File: config.mk
export PLATFORM = sky130hd
export DESIGN_NAME = ifetch_bridge
export DESIGN_NICKNAME = d
export VERILOG_FILES = /design/src/rtl/ifetch_bridge_pkg.sv /design/src/rtl/ifetch_bridge.sv
export SDC_FILE = /design/constraint.sdc
export NUM_CORES = 1
export LEC_CHECK = 0
export BUFFER_PORTS_ARGS = -buffer_cell sky130_fd_sc_hd__buf_2
export CAP_MARGIN = 25
export CORE_MARGIN = 1.5
export CORE_UTILIZATION = 40
export CTS_BUF_LIST = sky130_fd_sc_hd__clkbuf_8
export DETAILED_ROUTE_END_ITERATION = 10
export REMOVE_ABC_BUFFERS = 1
export SKIP_CTS_REPAIR_TIMING = 1
export SLEW_MARGIN = 20
export SYNTH_ARGS = -nofsm -noshare
export SYNTH_HDL_FRONTEND = slang
export SYNTH_SLANG_ARGS = --single-unit
File: constraint.sdc
create_clock -name clk -period 4.6 [get_ports clk]
set_input_delay 0.46 -clock clk [delete_from_list [all_inputs] [get_ports clk]]
set_output_delay 0.46 -clock clk [all_outputs]
set_load 0.01 [all_outputs]
File: src/rtl/ifetch_bridge_pkg.sv
`default_nettype none
// ============================================================================
//  Module      : ifetch_bridge_pkg
//  Description : Shared bus widths, zero word, fetch-bridge FSM state
//                encodings and the NOP instruction used on failed fetches.
//  Revision    : 1.0 - initial release
// ============================================================================
package ifetch_bridge_pkg;

    localparam int InstAddrBus = 32;
    localparam int InstBus     = 32;

    localparam logic [InstBus-1:0] ZeroWord = '0;

    // Fetch bridge FSM encodings
    localparam logic [0:0] IFB_IDLE = 1'b0;
    localparam logic [0:0] IFB_REQ  = 1'b1;

    // Instruction delivered when the memory errors or times out
    localparam logic [InstBus-1:0] IFB_NOP = ZeroWord;

endpackage
`default_nettype wire

File: src/rtl/ifetch_bridge.sv
`default_nettype none
// ============================================================================
//  Module      : ifetch_bridge
//  Description : Instruction-fetch bridge between the core fetch port and a
//                multi-cycle req/ack instruction memory. A one-entry fetch
//                buffer serves hits combinationally; misses stall the core
//                while the memory is asked for the word. Bus errors and
//                timeouts fill the buffer with a NOP and pulse err_o.
//  Ports       : clk, rst (sync, active-low)
//                rom_ce_i / rom_addr_i / rom_data_o / stallreq_o : core side
//                flush_i    : invalidate buffer, discard in-flight fill
//                mem_req_o / mem_addr_o / mem_ack_i / mem_rdata_i /
//                mem_err_i  : memory handshake
//                err_o      : one-cycle pulse on bus error or timeout
//  Revision    : 1.0 - initial release
// ============================================================================
module ifetch_bridge
    import ifetch_bridge_pkg::*;
#(
    parameter int ADDR_W  = InstAddrBus,
    parameter int DATA_W  = InstBus,
    parameter int TIMEOUT = 255
) (
    input  logic              clk,
    input  logic              rst,
    input  logic              rom_ce_i,
    input  logic [ADDR_W-1:0] rom_addr_i,
    output logic [DATA_W-1:0] rom_data_o,
    output logic              stallreq_o,
    input  logic              flush_i,
    output logic              mem_req_o,
    output logic [ADDR_W-1:0] mem_addr_o,
    input  logic              mem_ack_i,
    input  logic [DATA_W-1:0] mem_rdata_i,
    input  logic              mem_err_i,
    output logic              err_o
);

    // Counter only has to reach TIMEOUT-1
    localparam int c_cnt_w = (TIMEOUT > 1) ? $clog2(TIMEOUT) : 1;
    localparam logic [c_cnt_w-1:0] c_cnt_last = c_cnt_w'(TIMEOUT - 1);

    logic [0:0]         r_state;
    logic [0:0]         w_next_state;
    logic               r_buf_valid;
    logic [ADDR_W-1:0]  r_buf_addr;
    logic [DATA_W-1:0]  r_buf_data;
    logic               r_drop;
    logic [c_cnt_w-1:0] r_cnt;
    logic [ADDR_W-1:0]  r_mem_addr;
    logic               r_err;

    logic w_hit;
    logic w_miss;
    logic w_in_req;
    logic w_start;
    logic w_timeout;
    logic w_done;
    logic w_fail;

    // Byte-offset bits take no part in the tag compare
    logic w_unused;
    assign w_unused = ^{rom_addr_i[1:0], r_buf_addr[1:0]};

    assign w_hit     = rom_ce_i && r_buf_valid &&
                       (r_buf_addr[ADDR_W-1:2] == rom_addr_i[ADDR_W-1:2]);
    assign w_miss    = rom_ce_i && !w_hit;
    assign w_in_req  = (r_state == IFB_REQ);
    assign w_start   = (r_state == IFB_IDLE) && w_miss && !flush_i;
    // An ack in the final allowed cycle wins over the timeout
    assign w_timeout = w_in_req && !mem_ack_i && (r_cnt == c_cnt_last);
    assign w_done    = (w_in_req && mem_ack_i) || w_timeout;
    assign w_fail    = (w_in_req && mem_ack_i && mem_err_i) || w_timeout;

    // ------------------------------------------------------------------
    // FSM: state register
    // ------------------------------------------------------------------
    always_ff @(posedge clk) begin
        if (!rst) begin
            r_state <= IFB_IDLE;
        end else begin
            r_state <= w_next_state;
        end
    end

    // ------------------------------------------------------------------
    // FSM: next state
    // ------------------------------------------------------------------
    always_comb begin
        w_next_state = r_state;
        case (r_state)
            IFB_IDLE: if (w_start) w_next_state = IFB_REQ;
            IFB_REQ:  if (w_done)  w_next_state = IFB_IDLE;
            default:  w_next_state = IFB_IDLE;
        endcase
    end

    // ------------------------------------------------------------------
    // FSM: outputs
    // ------------------------------------------------------------------
    always_comb begin
        mem_req_o  = w_in_req;
        mem_addr_o = r_mem_addr;
        stallreq_o = w_miss;
        rom_data_o = w_hit ? r_buf_data : '0;
        err_o      = r_err;
    end

    // ------------------------------------------------------------------
    // Fetch buffer, request address, timeout counter, drop flag
    // ------------------------------------------------------------------
    always_ff @(posedge clk) begin
        if (!rst) begin
            r_buf_valid <= 1'b0;
            r_buf_addr  <= '0;
            r_buf_data  <= '0;
            r_drop      <= 1'b0;
            r_cnt       <= '0;
            r_mem_addr  <= '0;
            r_err       <= 1'b0;
        end else begin
            r_err <= w_fail;

            if (w_start) begin
                r_mem_addr <= {rom_addr_i[ADDR_W-1:2], 2'b00};
                r_cnt      <= '0;
            end else if (w_in_req && !w_done) begin
                r_cnt <= r_cnt + c_cnt_w'(1);
            end

            // A flush while waiting lets the handshake finish but
            // throws away whatever it returns
            if (w_done) begin
                r_drop <= 1'b0;
            end else if (w_in_req && flush_i) begin
                r_drop <= 1'b1;
            end

            if (flush_i) begin
                r_buf_valid <= 1'b0;
            end else if (w_done && !r_drop) begin
                r_buf_valid <= 1'b1;
                r_buf_addr  <= r_mem_addr;
                r_buf_data  <= w_fail ? DATA_W'(IFB_NOP) : mem_rdata_i;
            end
        end
    end

endmodule
`default_nettype wire
## After elaboration in Yosys (flattened, before gate mapping)

Cells that the tools add are included.

| word-level totals | value |
|---|---|
| flip-flop bits (word level) | 104 |
| bits of input ports | 70 |
| output and inout bits | 67 |

| cells by class | value |
|---|---|
| add/subtract/negate cells | 1 |
| equal/unequal tests | 2 |
| mux-type cells | 5 |
| bitwise operators | 3 |
| reductions and logical operators | 23 |

Operator list:

| operator | number |
|---|---|
| $mux W32 | 2 |
| $eq A30 B30 Y1 | 1 |
| $logic_and A1 B1 Y1 | 12 |
| $add A8 B1 Y8 const B | 1 |
| $eq A8 B8 Y1 const B | 1 |
| $reduce_or A2 Y1 | 3 |
| $logic_not A1 Y1 | 5 |
| $not A1 Y1 | 3 |
| $logic_or A1 B1 Y1 | 2 |
| $mux W1 | 2 |
| $pmux W1 S2 | 1 |
| $reduce_and A2 Y1 | 1 |

## Logic depth before layout (Yosys ltp)

Gate-level depths: netlist of run 1.

| depth | value |
|---|---|
| depth in word-level cells | 8 |
| mapped depth | 9 |
| gate-level depth less buffers | 7 |

## Worst setup path before layout of run 1

Ideal clock, no wire load.

| timing | value |
|---|---|
| kind | input-to-output |
| start point | in rom_addr_i[9] |
| end point | out rom_data_o[10] |
| arrival | 1619 ps |
| data required time | 4140 ps |
| path slack | 2521 ps |
| stages on the path | 6 |
| cell sequence | xor2_1 nor4_1 nand4_1 nor2_1 clkbuf_1 and2_1 |

| on the way | value |
|---|---|
| longest elaborated chain between the ends | 3 |

RTL lines:

| element | RTL line | RTL |
|---|---|---|
| from (decl) | ifetch_bridge.sv:27 | `input logic [ADDR_W-1:0] rom_addr_i,` |
| $eq A30 B30 Y1 | ifetch_bridge.sv:66 | `(r_buf_addr[ADDR_W-1:2] == rom_addr_i[ADDR_W-1:2]);` |
| $logic_and A1 B1 Y1 | ifetch_bridge.sv:65 | `assign w_hit = rom_ce_i && r_buf_valid &&` |
| $mux W32 | ifetch_bridge.sv:105 | `rom_data_o = w_hit ? r_buf_data : '0;` |
| to (decl) | ifetch_bridge.sv:28 | `output logic [DATA_W-1:0] rom_data_o,` |

No other way between the ends.

## Worst setup path after layout of run 1

| timing | value |
|---|---|
| start point | reg r_buf_addr[22] |
| end point | out rom_data_o[12] |

| on the way | value |
|---|---|
| longest elaborated chain between the ends | 3 |

RTL lines:

| element | RTL line | RTL |
|---|---|---|
| from (decl) | ifetch_bridge.sv:46 | `logic [ADDR_W-1:0] r_buf_addr;` |
| from (signal assigned) | ifetch_bridge.sv:143 | `r_buf_addr <= r_mem_addr;` |
| $eq A30 B30 Y1 | ifetch_bridge.sv:66 |  |
| $logic_and A1 B1 Y1 | ifetch_bridge.sv:65 |  |
| $mux W32 | ifetch_bridge.sv:105 |  |

No other way between the ends.

==> results of run 1 <==
==> where the power goes <==
| part | leakage, nW | total (W) | internal, W | switching (W) |
|---|---|---|---|---|
| Clock | 0.107 | 0.000606 | 0.000303 | 0.000303 |
| Sequential | 0.842 | 0.000931 | 0.000920 | 0.0000109 |
| Combinational | 1.51 | 0.000158 | 0.0000638 | 0.0000940 |
| Total | 2.46 | 0.00169 | 0.00129 | 0.000408 |
==> worst max-delay path by stage <==
stage | to | slack, ns
after floorplan | r_buf_addr[10] | 1.27
after global placement | rom_data_o[9] | 1.45
after detailed placement | rom_data_o[9] | 1.42
after CTS | rom_data_o[9] | 1.26
after global routing | rom_data_o[9] | 1.44
final | rom_data_o[12] | 1.64
==> registers in the layout, summed over array words and instances, names as in the netlist <==
| signal | count |
|---|---|
| r_drop | 1 |
| r_buf_valid | 1 |
| r_buf_data | 32 |
| err_o | 1 |
| mem_req_o | 1 |
| r_buf_addr | 30 |
| mem_addr_o | 30 |
| r_cnt | 8 |
==> worst max-delay path, stage by stage, from the launching register on <==
cell and delay [ns]:
dfxtp_1 0.33, xor2_1 0.16, nor4_1 0.42, nand4_1 0.30
nor2_4 0.56, and2_1 0.23, buf_2 0.13
==> per-stage QoR <==
stage          instances  area [sq um]
2_1_floorplan        480          4380
3_3_place_gp         757          5270
3_5_place_dp         757          5270
4_1_cts              772          5480
5_1_grt              773          5510
6_report             773          5510
==> metal layers <==
layer  global-route usage, %  share of wire (%)  vias to the layer above
met5                       0                  0                        -
met4                    6.12                1.3                        0
met3                    5.10                8.4                       11
met2                    28.6                 44                      106
met1                    21.3                 46                     1751
li1                        -                  -                     1988
==> layout make-up <==
cell class / count / area (sq um)
clock inverter: 6 / 85.1
multi-input combinational: 368 / 2280
tap: 140 / 175
inverter: 8 / 30.0
timing repair buffer: 138 / 728
clock buffer: 9 / 124
sequential: 104 / 2080
fill: 1072 / 5470
==> logic make-up after synthesis <==
| logic type | synth area share (%) |
|---|---|
| adder cells (fa/ha/maj) | 0.548 |
| AO/OA/AOI/OAI | 12.6 |
| buffers and inverters | 4.90 |
| XOR/XNOR | 7.09 |
| AND/OR/NAND/NOR | 22.6 |
| other | 0.0821 |
| multiplexers | 6.57 |
| flip-flops | 45.6 |
==> cell usage after synthesis (all sizes together) <==
cell	count	share of area (%)
a2111oi	1	0.33
a211oi	1	0.16
a21oi	2	0.22
a31o	30	5.8
a31oi	1	0.14
and2	32	4.4
buf	13	1.7
clkbuf	31	2.5
conb	1	0.082
dfxtp	104	46
ha	2	0.55
inv	8	0.66
mux2i	30	6.6
nand2	96	7.9
nand3	34	3.8
nand4	4	0.68
nor2	37	3.0
nor2b	1	0.14
nor3	13	1.4
nor4	9	1.2
o211a	1	0.22
o211ai	1	0.16
o21a	1	0.16
o21ai	1	0.19
o31ai	32	5.3
xnor2	7	1.3
xor2	30	5.8
==> metrics.cfg, run 1 <==
[layout]
final_core_util_pct=50.2
layout_common_cells=131 x buf_2, 104 x dfxtp_1, 96 x nand2_1
fin_nets=701
area_delta_synth_final_pct=20.6
num_antenna_cells=0
final_common_cell=buf_2
drive_gt1_share_pct=29.9

[hold_path]
hp-class=in -> reg
hold_depth=2
hold_path_startpoint=flush_i
hold_path_end=r_buf_valid

[logic_synthesis]
ys_warn_count=0
seq_area_frac_synth_pct=45.6
yosys_register_bits=104
synth_cell_types=32
syn_inst=523
synthesis.area_sq_um=4570
synth_area_per_cell_sq_um=8.73

[floorplan]
die_area_sq_um=12100
core_sq_um=11000
io_pins=137
fp.dieH_um=110
rows=38
initial_core_util_pct=41.6
die_w_um=110

[timing]
setup_violations=0
fin_worst_skew_ns=0.00968
hold_viol=0
setup_tns_ns=0
final.period_utilization_pct=64.4
fin_ws_ns=1.64
rsz0062_at_grt=no
tightest_slew_ns=0.738
holdWs_ns=0.303
drv_slew=0
min_period_ns=2.96
max_freq_mhz=338
slew_headroom_pct=50.8

[placement]
post-place-ws_ns=1.42
place_congestion=0.738
port_buffers=132
dp_hpwl_mm=6.96

[route]
wirelength_mm=10.2
drt_iter0_markers=251
ant_nets=0
wl_per_cell_um=13.2
drc=0
routed_via_density=4.99
drtPass1Iterations=5
vias=3856

[critical_path]
timing.rr.end=r_cnt[1]
rr_worst_depth=6
arrival_ns=2.50
r2r-start=r_buf_addr[22]
start_kind=flop
worstSetupPathType=reg -> out
cp-startpoint=r_buf_addr[22]
reg2reg_slack_ns=2.24
cp_max_fo=33
crit_required_ns=4.14
cp-end-kind=output port

[status]
status=complete, no violations

[cts]
root_buffer=clkbuf_8
clkTransAtPathRegs_ns=0.10
clock-sinks=104
cts_buffers=9
clk_latency_ns=0.36
clockBufferDepth=2
cts_tree=done
cts-htree-levels=3

[flow_run]
drv_cap=0

[grt]
grt_usage_pct=17.3
grt_max_degree=109
antenna_found_initial=0
grt_pass1_vias=3650
grt_pass1_wl_mm=16.5
grt_overflow=0

[power]
pwr_density_cell_nw_per_um2=308
p_total_w=0.00169
total_leakage_power_nw=2.46
peakVddDrop_uv=156

(Power assumes the default switching activity.)
==> run 2: changes to the inputs <==
ABC_AREA = 1   (was not set)
PLACE_DENSITY = 0.65   (was not set)
clock period = 2.7 ns   (was 4.6 ns; I/O delays follow)
==> run 2 against run 1 <==
Compared with the run above:
- hold slack worse by 0.16 ns
- core utilization is 2.5 points lower
- largest power group unchanged
- register-to-register slack got worse by 1.4 ns
- die area grew 18%
- clock power rose by 39%
- highest routed layer is now met5
- global-route usage increased by 1.2 points
- design area rose by 14%
==> metrics.cfg, run 2 <==
[status]
status=complete, no violations

[layout]
final_common_cell=nand2_1
area_delta_synth_final_pct=16.5
layout_common_cells=202 x nand2_1, 159 x inv_1, 132 x buf_2
final_core_util_pct=47.7  ; -2.5 points
fin_nets=980  ; +40%
drive_gt1_share_pct=24.6  ; -5.3 points
max_flop_register=r_buf_data
finalInstanceArea_sq_um=6290  ; +14%
largest_reg_flops=32  ; unchanged

[logic_synthesis]
yosys_register_bits=104  ; unchanged
synthesis.area_sq_um=5400  ; +18%
ys_warn_count=0  ; unchanged
async_flop_share_pct=0  ; unchanged
yosysTopAreaCell=dfxtp_1
synth_edf_count=0  ; unchanged
synth_area_per_cell_sq_um=6.77  ; -23%
synth_cell_types=28  ; -13%
syn_inst=798  ; +53%
synth.top_cells.by_area=dfxtp_1 39%, nand2_1 14%, inv_1 11%
synth.most_common_cell=nand2_1
seq_area_frac_synth_pct=38.6  ; -7.0 points
synth_top_flop_cell=dfxtp_1
yosys-top-cells-count=202 x nand2_1, 157 x inv_1, 104 x dfxtp_1
synth_top_area_share_pct=38.6  ; -7.0 points

[floorplan]
die_area_sq_um=14200  ; +18%
die_w_um=119  ; +8.5%
io_pins=137  ; unchanged
initial_core_util_pct=40.9  ; -0.66 points
rows=42  ; +11%
core_sq_um=13200  ; +20%
fp.dieH_um=119  ; +8.5%

[power]
pwr_density_cell_nw_per_um2=459  ; +49%
total_leakage_power_nw=2.92  ; +19%
peakVddDrop_uv=413  ; +160%
p_total_w=0.00288  ; +70%

[grt]
grt_pass1_wl_mm=21.0  ; +27%
antenna_found_initial=3  ; +3
grt_max_degree=63  ; -42%
grt_overflow=0  ; unchanged
grt_pass1_vias=4294  ; +18%
grt_usage_pct=18.5  ; +1.2 points

[route]
drc=0  ; unchanged
drt_iter0_markers=290  ; +16%
vias=4860  ; +26%
wl_per_cell_um=11.7  ; -12%
routed_via_density=4.47  ; -10%
drtPass1Iterations=4  ; -1
ant_nets=0  ; unchanged
wirelength_mm=12.7  ; +25%

[timing]
fin_worst_skew_ns=0.00887  ; -0.000809 ns
setup_violations=0  ; unchanged
slew_headroom_pct=52.2  ; +1.3 points
tightest_slew_ns=0.717  ; -0.0200 ns
hold_viol=0  ; unchanged
drv_slew=0  ; unchanged
fin_ws_ns=0.273  ; -1.37 ns
final.period_utilization_pct=89.9
rsz0062_at_grt=no
holdWs_ns=0.141  ; -0.162 ns
max_freq_mhz=412
min_period_ns=2.43

[hold_path]
hp-class=in -> reg

[critical_path]
crit_required_ns=2.43  ; -1.71 ns
start_kind=flop
cp_max_fo=62  ; +88%
cp-end-kind=output port
arrival_ns=2.16  ; -0.34 ns
worstSetupPathType=reg -> out

[placement]
place_area_sq_um=6130  ; +16%
place_congestion=0.811  ; +10%
dp_hpwl_mm=8.47  ; +22%
post-place-ws_ns=0.654  ; -0.766 ns
port_buffers=132  ; unchanged

[cts]
cts_tree=done
clkTransAtPathRegs_ns=0.09  ; about the same
root_buffer=clkbuf_8
cts-htree-levels=3  ; unchanged
clk_latency_ns=0.38  ; +0.02 ns
clock-sinks=104  ; unchanged
cts_buffers=9  ; unchanged
clockBufferDepth=2  ; unchanged

[flow_run]
drv_cap=0  ; unchanged

run 2: changes by cell type after synthesis, moves of 20 or more:
| cell | before | now |
|---|---|---|
| inv_1 | 8 | 157 |
| nand2_1 | 96 | 202 |
| a21oi_1 | 2 | 45 |
| nor2_1 | 37 | 75 |
| and2_1 | 32 | 0 |
| o31ai_1 | 32 | 0 |
| a31o_2 | 30 | 0 |
| mux2i_1 | 30 | 0 |
| nand3_2 | 1 | 31 |
| nand4_1 | 3 | 33 |
| a21oi_2 | 0 | 29 |
| xor2_1 | 30 | 2 |
| nand3_1 | 33 | 6 |
| o21ai_1 | 0 | 20 |
run 2: final cells by class:
class	instances	area, sq um
tap	176	220
antenna	1	2.50
multi-input combinational	479	2430
fill	1393	6900
sequential	104	2080
clock buffer	10	138
inverter	172	646
timing repair buffer	142	748
clock inverter	4	16.3
run 2: final timing paths:
kind / startpoint / endpoint / slack [ns] / cells past startpoint
max: r_buf_addr[23] / rom_data_o[1] / 0.27 / 12
min: mem_rdata_i[6] / r_buf_data[6] / 0.14 / 3
max reg2reg: r_buf_addr[23] / mem_addr_o[25] / 0.80 / 14
min reg2reg: mem_addr_o[31] / r_buf_addr[31] / 0.46 / 2
run 2: per-layer routing:
layer | vias to the layer above | track usage [%] | routed length (um)
met1 | 2090 | 23.6 | 5920
met5 | - | 0 | 30
li1 | 2634 | - | -
met2 | 123 | 29.6 | 5710
met3 | 9 | 6.94 | 981
met4 | 4 | 4.29 | 104
run 2: through the flow:
stage	setup TNS [ns]	cells
after global placement	0	1073
final	0	1088
after CTS	0	1087
after floorplan	-18.67	755
after detailed placement	0	1073
after global routing	0	1087
run 2: power by group:
group,switching [W],internal (W),total (W),leakage [nW]
combinational,0.000261,0.000156,0.000417,1.99
sequential,0.0000332,0.00159,0.00162,0.846
clock,0.000502,0.000340,0.000842,0.0918
total,0.000796,0.00209,0.00288,2.92
run 2: cell families (layout without fill, tap and decap cells):
family / count (synthesis) / count (layout) / synth area share [%]
DFF: 104 / 104 / 38.6
buffers and inverters: 216 / 328 / 16.5
xor gates and xnor gates: 8 / 8 / 1.30
adders and majority gates: 2 / 2 / 0.463
and+or+nand+nor: 360 / 360 / 31.2
other: 1 / 3 / 0.0695
AOI/OAI and AO/OA: 107 / 107 / 12.0
run 2: critical path, cell delays in order (launching register included):
cell and delay [ns]:
dfxtp_1 0.36, inv_1 0.05, nand2_1 0.06, nand2_1 0.06, inv_1 0.06, nand2_1 0.05, nor2_1 0.09, nand2_1 0.07
nor2_1 0.13, nand2_2 0.09, buf_4 0.33, nor2_1 0.20, buf_2 0.15
